--- src/rtl/i2c_pkg.sv ---
// Shared command/state encodings and the line-drive decode for the I2C master.
// Keeping the decode here makes the SCL/SDA waveform for every state a single, reviewable table.
package i2c_pkg;

    localparam logic [1:0] CMD_START = 2'b00;
    localparam logic [1:0] CMD_STOP  = 2'b01;
    localparam logic [1:0] CMD_WRITE = 2'b10;
    localparam logic [1:0] CMD_READ  = 2'b11;

    localparam logic [3:0] LAST_SLOT = 4'd8;

    typedef enum logic [1:0] {
        ST_IDLE  = 2'd0,
        ST_START = 2'd1,
        ST_STOP  = 2'd2,
        ST_BIT   = 2'd3
    } state_t;

    // Returns {scl_oe, sda_oe} for a given state / tick position (1 = pull low).
    function automatic logic [1:0] line_drive(
        input state_t     st,
        input logic [1:0] phase,
        input logic [3:0] slot,
        input logic       data_bit,
        input logic       is_read,
        input logic       ack_bit,
        input logic       idle_scl
    );
        logic scl;
        logic sda;
        scl = 1'b0;
        sda = 1'b0;
        case (st)
            ST_IDLE: begin
                scl = idle_scl;
                sda = 1'b0;
            end
            ST_START: begin
                scl = (phase == 2'd3);
                sda = phase[1];
            end
            ST_STOP: begin
                scl = (phase == 2'd0);
                sda = (phase != 2'd3);
            end
            default: begin
                scl = (phase == 2'd0) || (phase == 2'd3);
                if (slot == LAST_SLOT)
                    sda = is_read ? ~ack_bit : 1'b0;
                else
                    sda = is_read ? 1'b0 : ~data_bit;
            end
        endcase
        return {scl, sda};
    endfunction

endpackage

--- src/rtl/i2c_tick_gen.sv ---
// Free-running DW-bit divider; tick pulses for one clk cycle at the last cycle of each bus tick.
// restart realigns the divider so a command's first tick is a full 2^DW cycles long.
module i2c_tick_gen #(
    parameter int DW = 3
) (
    input  logic clk,
    input  logic rst,
    input  logic restart,
    output logic tick
);

    logic [DW-1:0] cnt_reg;

    always_ff @(posedge clk or negedge rst) begin
        if (!rst)
            cnt_reg <= '0;
        else if (restart)
            cnt_reg <= '0;
        else
            cnt_reg <= cnt_reg + 1'b1;
    end

    assign tick = &cnt_reg;

endmodule

--- src/rtl/i2c_master.sv ---
// Byte-level I2C master: START/STOP/WRITE/READ commands driven onto open-drain SCL/SDA enables.
// Line enables are registered from next-state values so the pins never glitch on decode.
module i2c_master
    import i2c_pkg::*;
#(
    parameter int DW = 3
) (
    input  logic       clk,
    input  logic       rst,
    output logic       scl_oe,
    output logic       sda_oe,
    input  logic       sda_i,
    input  logic [7:0] data_in,
    input  logic       ack_in,
    input  logic [1:0] cmd,
    input  logic       stb,
    output logic [7:0] data_out,
    output logic       ack_out,
    output logic       ready
);

    state_t     state_reg, state_next;
    logic [1:0] phase_reg, phase_next;
    logic [3:0] slot_reg, slot_next;
    logic [7:0] shift_reg, shift_next;
    logic       is_read_reg, is_read_next;
    logic       ack_bit_reg, ack_bit_next;
    logic       idle_scl_reg, idle_scl_next;
    logic       sample_reg, sample_next;
    logic [7:0] data_out_reg, data_out_next;
    logic       ack_out_reg, ack_out_next;
    logic       ready_reg, ready_next;
    logic       scl_reg, scl_next;
    logic       sda_reg, sda_next;
    logic       accept;
    logic       tick;

    i2c_tick_gen #(.DW(DW)) u_tick_gen (
        .clk     (clk),
        .rst     (rst),
        .restart (accept),
        .tick    (tick)
    );

    always_comb begin
        state_next    = state_reg;
        phase_next    = phase_reg;
        slot_next     = slot_reg;
        shift_next    = shift_reg;
        is_read_next  = is_read_reg;
        ack_bit_next  = ack_bit_reg;
        idle_scl_next = idle_scl_reg;
        sample_next   = sample_reg;
        data_out_next = data_out_reg;
        ack_out_next  = ack_out_reg;
        accept        = 1'b0;

        case (state_reg)
            ST_IDLE: begin
                if (stb && ready_reg) begin
                    accept       = 1'b1;
                    phase_next   = 2'd0;
                    slot_next    = 4'd0;
                    shift_next   = data_in;
                    is_read_next = (cmd == CMD_READ);
                    ack_bit_next = ack_in;
                    case (cmd)
                        CMD_START: state_next = ST_START;
                        CMD_STOP:  state_next = ST_STOP;
                        default:   state_next = ST_BIT;
                    endcase
                end
            end
            ST_START, ST_STOP: begin
                if (tick) begin
                    phase_next = phase_reg + 1'b1;
                    if (phase_reg == 2'd3) begin
                        state_next    = ST_IDLE;
                        idle_scl_next = (state_reg == ST_START);
                    end
                end
            end
            default: begin
                if (tick) begin
                    phase_next = phase_reg + 1'b1;
                    // SDA is sampled as SCL is about to be pulled low again.
                    if (phase_reg == 2'd2) begin
                        if (slot_reg == LAST_SLOT)
                            sample_next = sda_i;
                        else if (is_read_reg)
                            shift_next = {shift_reg[6:0], sda_i};
                    end
                    if (phase_reg == 2'd3) begin
                        if (slot_reg == LAST_SLOT) begin
                            state_next    = ST_IDLE;
                            idle_scl_next = 1'b1;
                            if (is_read_reg)
                                data_out_next = shift_reg;
                            else
                                ack_out_next = sample_reg;
                        end else begin
                            slot_next = slot_reg + 4'd1;
                            if (!is_read_reg)
                                shift_next = {shift_reg[6:0], 1'b0};
                        end
                    end
                end
            end
        endcase

        {scl_next, sda_next} = line_drive(state_next, phase_next, slot_next, shift_next[7],
                                          is_read_next, ack_bit_next, idle_scl_next);
        ready_next = (state_next == ST_IDLE);
    end

    always_ff @(posedge clk or negedge rst) begin
        if (!rst) begin
            state_reg    <= ST_IDLE;
            phase_reg    <= 2'd0;
            slot_reg     <= 4'd0;
            shift_reg    <= 8'h00;
            is_read_reg  <= 1'b0;
            ack_bit_reg  <= 1'b0;
            idle_scl_reg <= 1'b0;
            sample_reg   <= 1'b0;
            data_out_reg <= 8'h00;
            ack_out_reg  <= 1'b0;
            ready_reg    <= 1'b0;
            scl_reg      <= 1'b0;
            sda_reg      <= 1'b0;
        end else begin
            state_reg    <= state_next;
            phase_reg    <= phase_next;
            slot_reg     <= slot_next;
            shift_reg    <= shift_next;
            is_read_reg  <= is_read_next;
            ack_bit_reg  <= ack_bit_next;
            idle_scl_reg <= idle_scl_next;
            sample_reg   <= sample_next;
            data_out_reg <= data_out_next;
            ack_out_reg  <= ack_out_next;
            ready_reg    <= ready_next;
            scl_reg      <= scl_next;
            sda_reg      <= sda_next;
        end
    end

    assign scl_oe   = scl_reg;
    assign sda_oe   = sda_reg;
    assign data_out = data_out_reg;
    assign ack_out  = ack_out_reg;
    assign ready    = ready_reg;

endmodule

--- config.mk ---
export PLATFORM = sky130hd
export DESIGN_NAME = i2c_master
export DESIGN_NICKNAME = d
export VERILOG_FILES = /design/src/rtl/i2c_pkg.sv /design/src/rtl/i2c_tick_gen.sv /design/src/rtl/i2c_master.sv
export SDC_FILE = /design/constraint.sdc
export NUM_CORES = 1
export LEC_CHECK = 0
export CAP_MARGIN = 20
export CORE_ASPECT_RATIO = 0.5
export CORE_MARGIN = 3
export CORE_UTILIZATION = 50
export DETAILED_ROUTE_END_ITERATION = 8
export PLACE_DENSITY = 0.74
export RECOVER_POWER = 25
export REMOVE_ABC_BUFFERS = 1
export SYNTH_ARGS = -nofsm -noshare
export SYNTH_HDL_FRONTEND = slang
export SYNTH_HIERARCHICAL = 1
export SYNTH_SLANG_ARGS = --single-unit
--- constraint.sdc ---
create_clock -name clk -period 2.4 [get_ports clk]
set_input_delay 0.24 -clock clk [delete_from_list [all_inputs] [get_ports clk]]
set_output_delay 0.24 -clock clk [all_outputs]
set_load 0.01 [all_outputs]
# ---- Yosys cells after proc, flatten, opt, wreduce, memory -nomap -nowiden
# Cells that the tools add are included.
dict set report op_classes {
  add_sub_neg 3
  eq_ne 13
  muxes 43
  bitwise_logic 5
  n_reduce_logical 14
}
# op count
set ops {}
lappend ops {{$mux 8} 8}
lappend ops {{$mux 2} 9}
lappend ops {{$mux 4} 4}
lappend ops {{$pmux 8 s2} 1}
lappend ops {{$mux 1} 14}
lappend ops {{$reduce_and 7->1} 2}
lappend ops {{$eq 2x2->1 const B} 6}
lappend ops {{$eq 4x4->1 const B} 2}
lappend ops {{$logic_not 2->1} 4}
lappend ops {{$pmux 2 s2} 2}
lappend ops {{$pmux 4 s2} 1}
lappend ops {{$eq 2x1->1 const B} 3}
lappend ops {{$pmux 1 s3} 2}
lappend ops {{$reduce_and 3->1} 2}
lappend ops {{$reduce_and 6->1} 1}
lappend ops {{$not 1->1} 5}
lappend ops {{$add 4x1->4 const B} 1}
lappend ops {{$ne 2x2->1 const B} 2}
lappend ops {{$add 3x1->3 const B} 1}
lappend ops {{$mux 3} 1}
lappend ops {{$reduce_or 3->1} 1}
lappend ops {{$add 2x1->2 const B} 1}
lappend ops {{$pmux 1 s2} 1}
lappend ops {{$reduce_bool 2->1} 1}
lappend ops {{3 further kinds} 3}
dict set report totals {
  ff_bits 35
  input_bits 15
  output_inout_bits 12
}

# ---- Logic depth before layout (Yosys ltp)
dict set report logic_depth {
  word_depth 12
  depth_mapped 11
  depth_no_buf 10
}

# ---- Modules after synthesis
# The synthesis kept the hierarchy.
# mod n_inst cells_each area_each_um2 seq_area_each_um2
set modules_own_cells {}
lappend modules_own_cells {i2c_master 1 168 1712.9 800.8}
lappend modules_own_cells {i2c_tick_gen 1 8 116.4 75.1}

# ---- Worst setup path before layout
# No wires, ideal clock.
dict set report synth_timing {
  kind {register to register}
  start {register u_tick_gen.cnt_reg[0]}
  end {register sda_reg, in the netlist sda_oe}
  setup_ns 0.069
  t_arrival_ns 2.039
  t_required_ns 2.331
  slack_ns 0.292
  stages_incl_launch_ff 11
  period_less_slack_ns 2.108
  path_cell_list {dfrtp_1 ha_1 ha_1 and3_1 buf_2 nand2_2 a32o_1 buf_4 nand2_1 or4b_1 nand3_1}
}
dict set report synth_between {
  elab_cells_between_ends 19
  classes_between {eq/ne: 4; mux: 12; bitwise: 1; reduce/logical: 2}
}
# item line_no
set synth_lines {}
lappend synth_lines {{start: declaration} i2c_tick_gen.sv:12} ;# logic [DW-1:0] cnt_reg;
lappend synth_lines {{start signal: assignment} i2c_tick_gen.sv:20} ;# cnt_reg <= cnt_reg + 1'b1;
lappend synth_lines {{$reduce_and 3->1 *} i2c_tick_gen.sv:23} ;# assign tick = &cnt_reg;
lappend synth_lines {{net tick} i2c_master.sv:36} ;# logic tick;
lappend synth_lines {{$mux 2 (on tied branches)} {i2c_master.sv:84, i2c_master.sv:75}}
lappend synth_lines {{$pmux 2 s2 *} i2c_master.sv:58} ;# case (state_reg)
lappend synth_lines {{net state_next[0]} i2c_master.sv:22} ;# state_t state_reg, state_next;
lappend synth_lines {{$eq 2x2->1 (tied with other cells)} i2c_pkg.sv:33} ;# case (st)
lappend synth_lines {{$pmux 1 s3 *} i2c_pkg.sv:33}
lappend synth_lines {{net sda_next} i2c_master.sv:34} ;# logic sda_reg, sda_next;
lappend synth_lines {{end signal: assignment} i2c_master.sv:144} ;# sda_reg <= sda_next;
lappend synth_lines {{end: declaration} i2c_master.sv:34}
# The timed path passes the listed nets; every way through them passes the cells marked *. The select of a mux whose other input is x is not followed.
# A chain may end at the register's enable or synchronous reset.

# ---- Worst setup path after layout
# Same ends and word-level chain as after synthesis.

==> results.yml <==
logic_synthesis:
  synth_flop_cell: "sky130_fd_sc_hd__dfrtp_1"
  seq_area_frac_synth_pct: 47.9
  synthDominantCellAreaShare_pct: 47.9
  post_synth_inst_count: 176
  synth_cell_type_count: 42
  ranking_of_synthesized_cells_by_instance_count: "35 x sky130_fd_sc_hd__dfrtp_1, 20 x sky130_fd_sc_hd__nand2_1, 12 x sky130_fd_sc_hd__o21ai_0"
  syn_area_cell_um2: 10.4
  edff_count_synth: 0
  synth_seq_cells: 35
  netlist_top_cells_area: "sky130_fd_sc_hd__dfrtp_1 48%, sky130_fd_sc_hd__ha_1 7.5%, sky130_fd_sc_hd__mux2_2 6.8%, sky130_fd_sc_hd__nand2_1 4.1%, sky130_fd_sc_hd__o21ai_0 3.3%"
  synth.most_common_cell: "sky130_fd_sc_hd__dfrtp_1"
  synth.yosys.warnings: 6
  synthArstFlopShare_pct: 100
  mappedNetlistArea_um2: 1830
  synth.largest_area_cell: "sky130_fd_sc_hd__dfrtp_1"
setup_path:
  worstPathBufferInverterCount: 1
  critPathRequiredTime_ns: 2.63
  critical-path-top-delay-family: "simple AND/OR/NAND/NOR gates"
  crit_path_start_kind: "flop"
  timing.critical_path.slowest_stage_cell: "sky130_fd_sc_hd__or4b_1"
  timing.critical_path.cells: "ha_1 > ha_1 > and3_1 > nand2_2 > a31oi_1 > inv_2 > nand2_1 > or4b_1 > nand3_1"
  worst_setup_path_end_kind: "flop"
  crit_fanout: 8
  critical_path.most_common_cell: "sky130_fd_sc_hd__ha_1"
  critical_path.max_stage_delay_ns: 0.49
  critPathArrivalTime_ns: 2.47
  setup.worst_path.class: "flop to flop"
job:
  max_cap_viol_count: 0
placed_design:
  post-dp-hpwl_mm: 2.86
  dpl_cell_area_um2: 2190
  port-buffer-count: 26
  gpl_wtd_cong: 0.991
route:
  vias: 1472
  route.final.wire_length_mm: 3.98
  route.detailed.drc: 0
  drt_iter0_drc: 95
  vias_per_cell: 5.62
  route.detailed.wl_per_inst_um: 15.2
  first_pass_iters: 4
  residual_antenna_violating_net_count_after_detailed_routing: 0
timing:
  setup_repair_after_global_routing_missed_its_margin: "no"
  worstMarginPinSlew_ns: 0.864
  timing_hold_violations_final: 0
  finalSetupViolations: 0
  max_clock_freq_mhz: 446
  final_min_period_over_clock_period_pct: 93.3
  maxSlewViolCount: 0
  final_period_minus_worst_setup_slack_ns: 2.24
  timing.slew.headroom_pct: 42.4
  fin_setup_tns_ns: 0
  clock-skew-final_ns: 0.00504
clock_network:
  clk_latency_ns: 0.29
  cts.reportedPaths.clkPinSlew_ns: 0.07
  clock-sinks: 35
  post-cts-setup-buffers: 0
  number_of_hold_buffers_added_after_cts: 0
  cts_tree: "built"
  clk_path_buf_depth: 2
  tritoncts.num_buffers: 5
  cts_root_buf: "sky130_fd_sc_hd__clkbuf_8"
  cts-resized-gates: 0
  cts_max_level: 2
floorplan:
  start_util_pct: 56.4
  die_height_um: 48.8
  core-area_um2: 3240
  floorplan_row_count: 14
  die_w_um: 91.5
  floorplan.die_area_um2: 4460
  ioPinCount: 27
pwr:
  power.leakage_nw: 1.04
  design_power_total_w: 0.00222
  ir_drop_uv: 649
  ratio_of_total_power_to_cell_area_nw_per_um2: 970
global_route:
  grt_first_pass_wirelength_mm: 6.84
  grt_antenna_before_repair: 0
  grt_overflow_total: 0
  gr-usage-all-layers_pct: 19.6
  vias_in_the_first_global_route: 1426
  grt_max_degree: 36
layout:
  area_delta_synth_final_pct: 25.3
  antenna_cells_inserted: 0
  post-route-cell-area_um2: 2290
  nNetsFinal: 239
  drive_gt1_share_pct: 16.4
worst_hold_path:
  type_of_the_tightest_min_delay_check: "flop to flop"
run_status:
  status: "finished clean"
final timing paths:
path | from | slack, ns | cells past startpoint | end
worst max register to register | u_tick_gen/cnt_reg[0]$_DFF_PN0_ | 0.16 | 9 | sda_oe$_DFF_PN0_
min in group asynchronous | rst | 0.61 | 2 | data_out[4]$_DFFE_PN0P_
worst min-delay path | u_tick_gen/cnt_reg[0]$_DFF_PN0_ | 0.43 | 1 | u_tick_gen/cnt_reg[0]$_DFF_PN0_
worst min register to register | u_tick_gen/cnt_reg[0]$_DFF_PN0_ | 0.43 | 1 | u_tick_gen/cnt_reg[0]$_DFF_PN0_
max in group asynchronous | rst | 1.24 | 2 | data_out[1]$_DFFE_PN0P_
worst max-delay path | u_tick_gen/cnt_reg[0]$_DFF_PN0_ | 0.16 | 9 | sda_oe$_DFF_PN0_
stage by stage:
stage	std cells	setup slack, ns	hold slack [ns]	utilization [%]
5_1_grt	262	0.0215	0.465	70.7
6_report	262	0.160	0.425	70.7
3_3_place_gp	254	0.222	0.413	67.6
2_1_floorplan	170	0.188	-0.0556	-
3_5_place_dp	254	0.199	0.418	67.6
4_1_cts	262	0.166	0.412	70.8
metal layers:
metal	up-vias	wire length, µm	track usage (%)
met3	7	302	6.63
met4	0	73	8.00
met5	-	0	0
li1	708	-	-
met2	54	1660	28.3
met1	703	1950	26.9
power by group:
group,internal [W],switching (W)
combinational,0.000402,0.000475
clock,0.000261,0.000223
sequential,0.000750,0.000113
total,0.00141,0.000811
area by class of cell:
class	count	area [µm²]
inverter	10	37.5
tap	48	60.1
clock inverter	1	7.51
fill	259	948
sequential	35	876
timing repair buffer	36	333
multi-input combinational	125	882
clock buffer	7	96.3
cell usage in the layout, fill, tap and decap left out, types with 2 or more instances in the layout:
cell type,instances
sky130_fd_sc_hd__a31oi_1,3
sky130_fd_sc_hd__mux2_2,11
sky130_fd_sc_hd__nor2_1,6
sky130_fd_sc_hd__or4b_1,2
sky130_fd_sc_hd__a21oi_1,6
sky130_fd_sc_hd__nand3b_1,2
sky130_fd_sc_hd__nor2b_1,2
sky130_fd_sc_hd__buf_4,9
sky130_fd_sc_hd__dfrtp_1,35
sky130_fd_sc_hd__clkdlybuf4s50_1,25
sky130_fd_sc_hd__o22ai_1,3
sky130_fd_sc_hd__clkbuf_8,7
sky130_fd_sc_hd__inv_1,9
sky130_fd_sc_hd__mux2i_1,3
sky130_fd_sc_hd__o21ai_0,12
sky130_fd_sc_hd__nand2_2,2
sky130_fd_sc_hd__o21ai_1,2
sky130_fd_sc_hd__nand2_1,20
sky130_fd_sc_hd__o21a_1,3
sky130_fd_sc_hd__ha_1,11
sky130_fd_sc_hd__nor3_1,2
sky130_fd_sc_hd__a22oi_1,6
sky130_fd_sc_hd__o31ai_1,2
sky130_fd_sc_hd__nand3_1,10
cell families after synthesis:
logic type                 Yosys count  synth area share [%]
DFF                                 35                  47.9
muxes                               16                  9.85
buffers and inverters               16                  3.90
and+or+nand+nor                     52                  14.4
AOI/OAI and AO/OA                   45                  15.9
adders and majority gates           11                  7.52
xor gates and xnor gates             1                 0.479
Power figures use the tool's default switching activity.
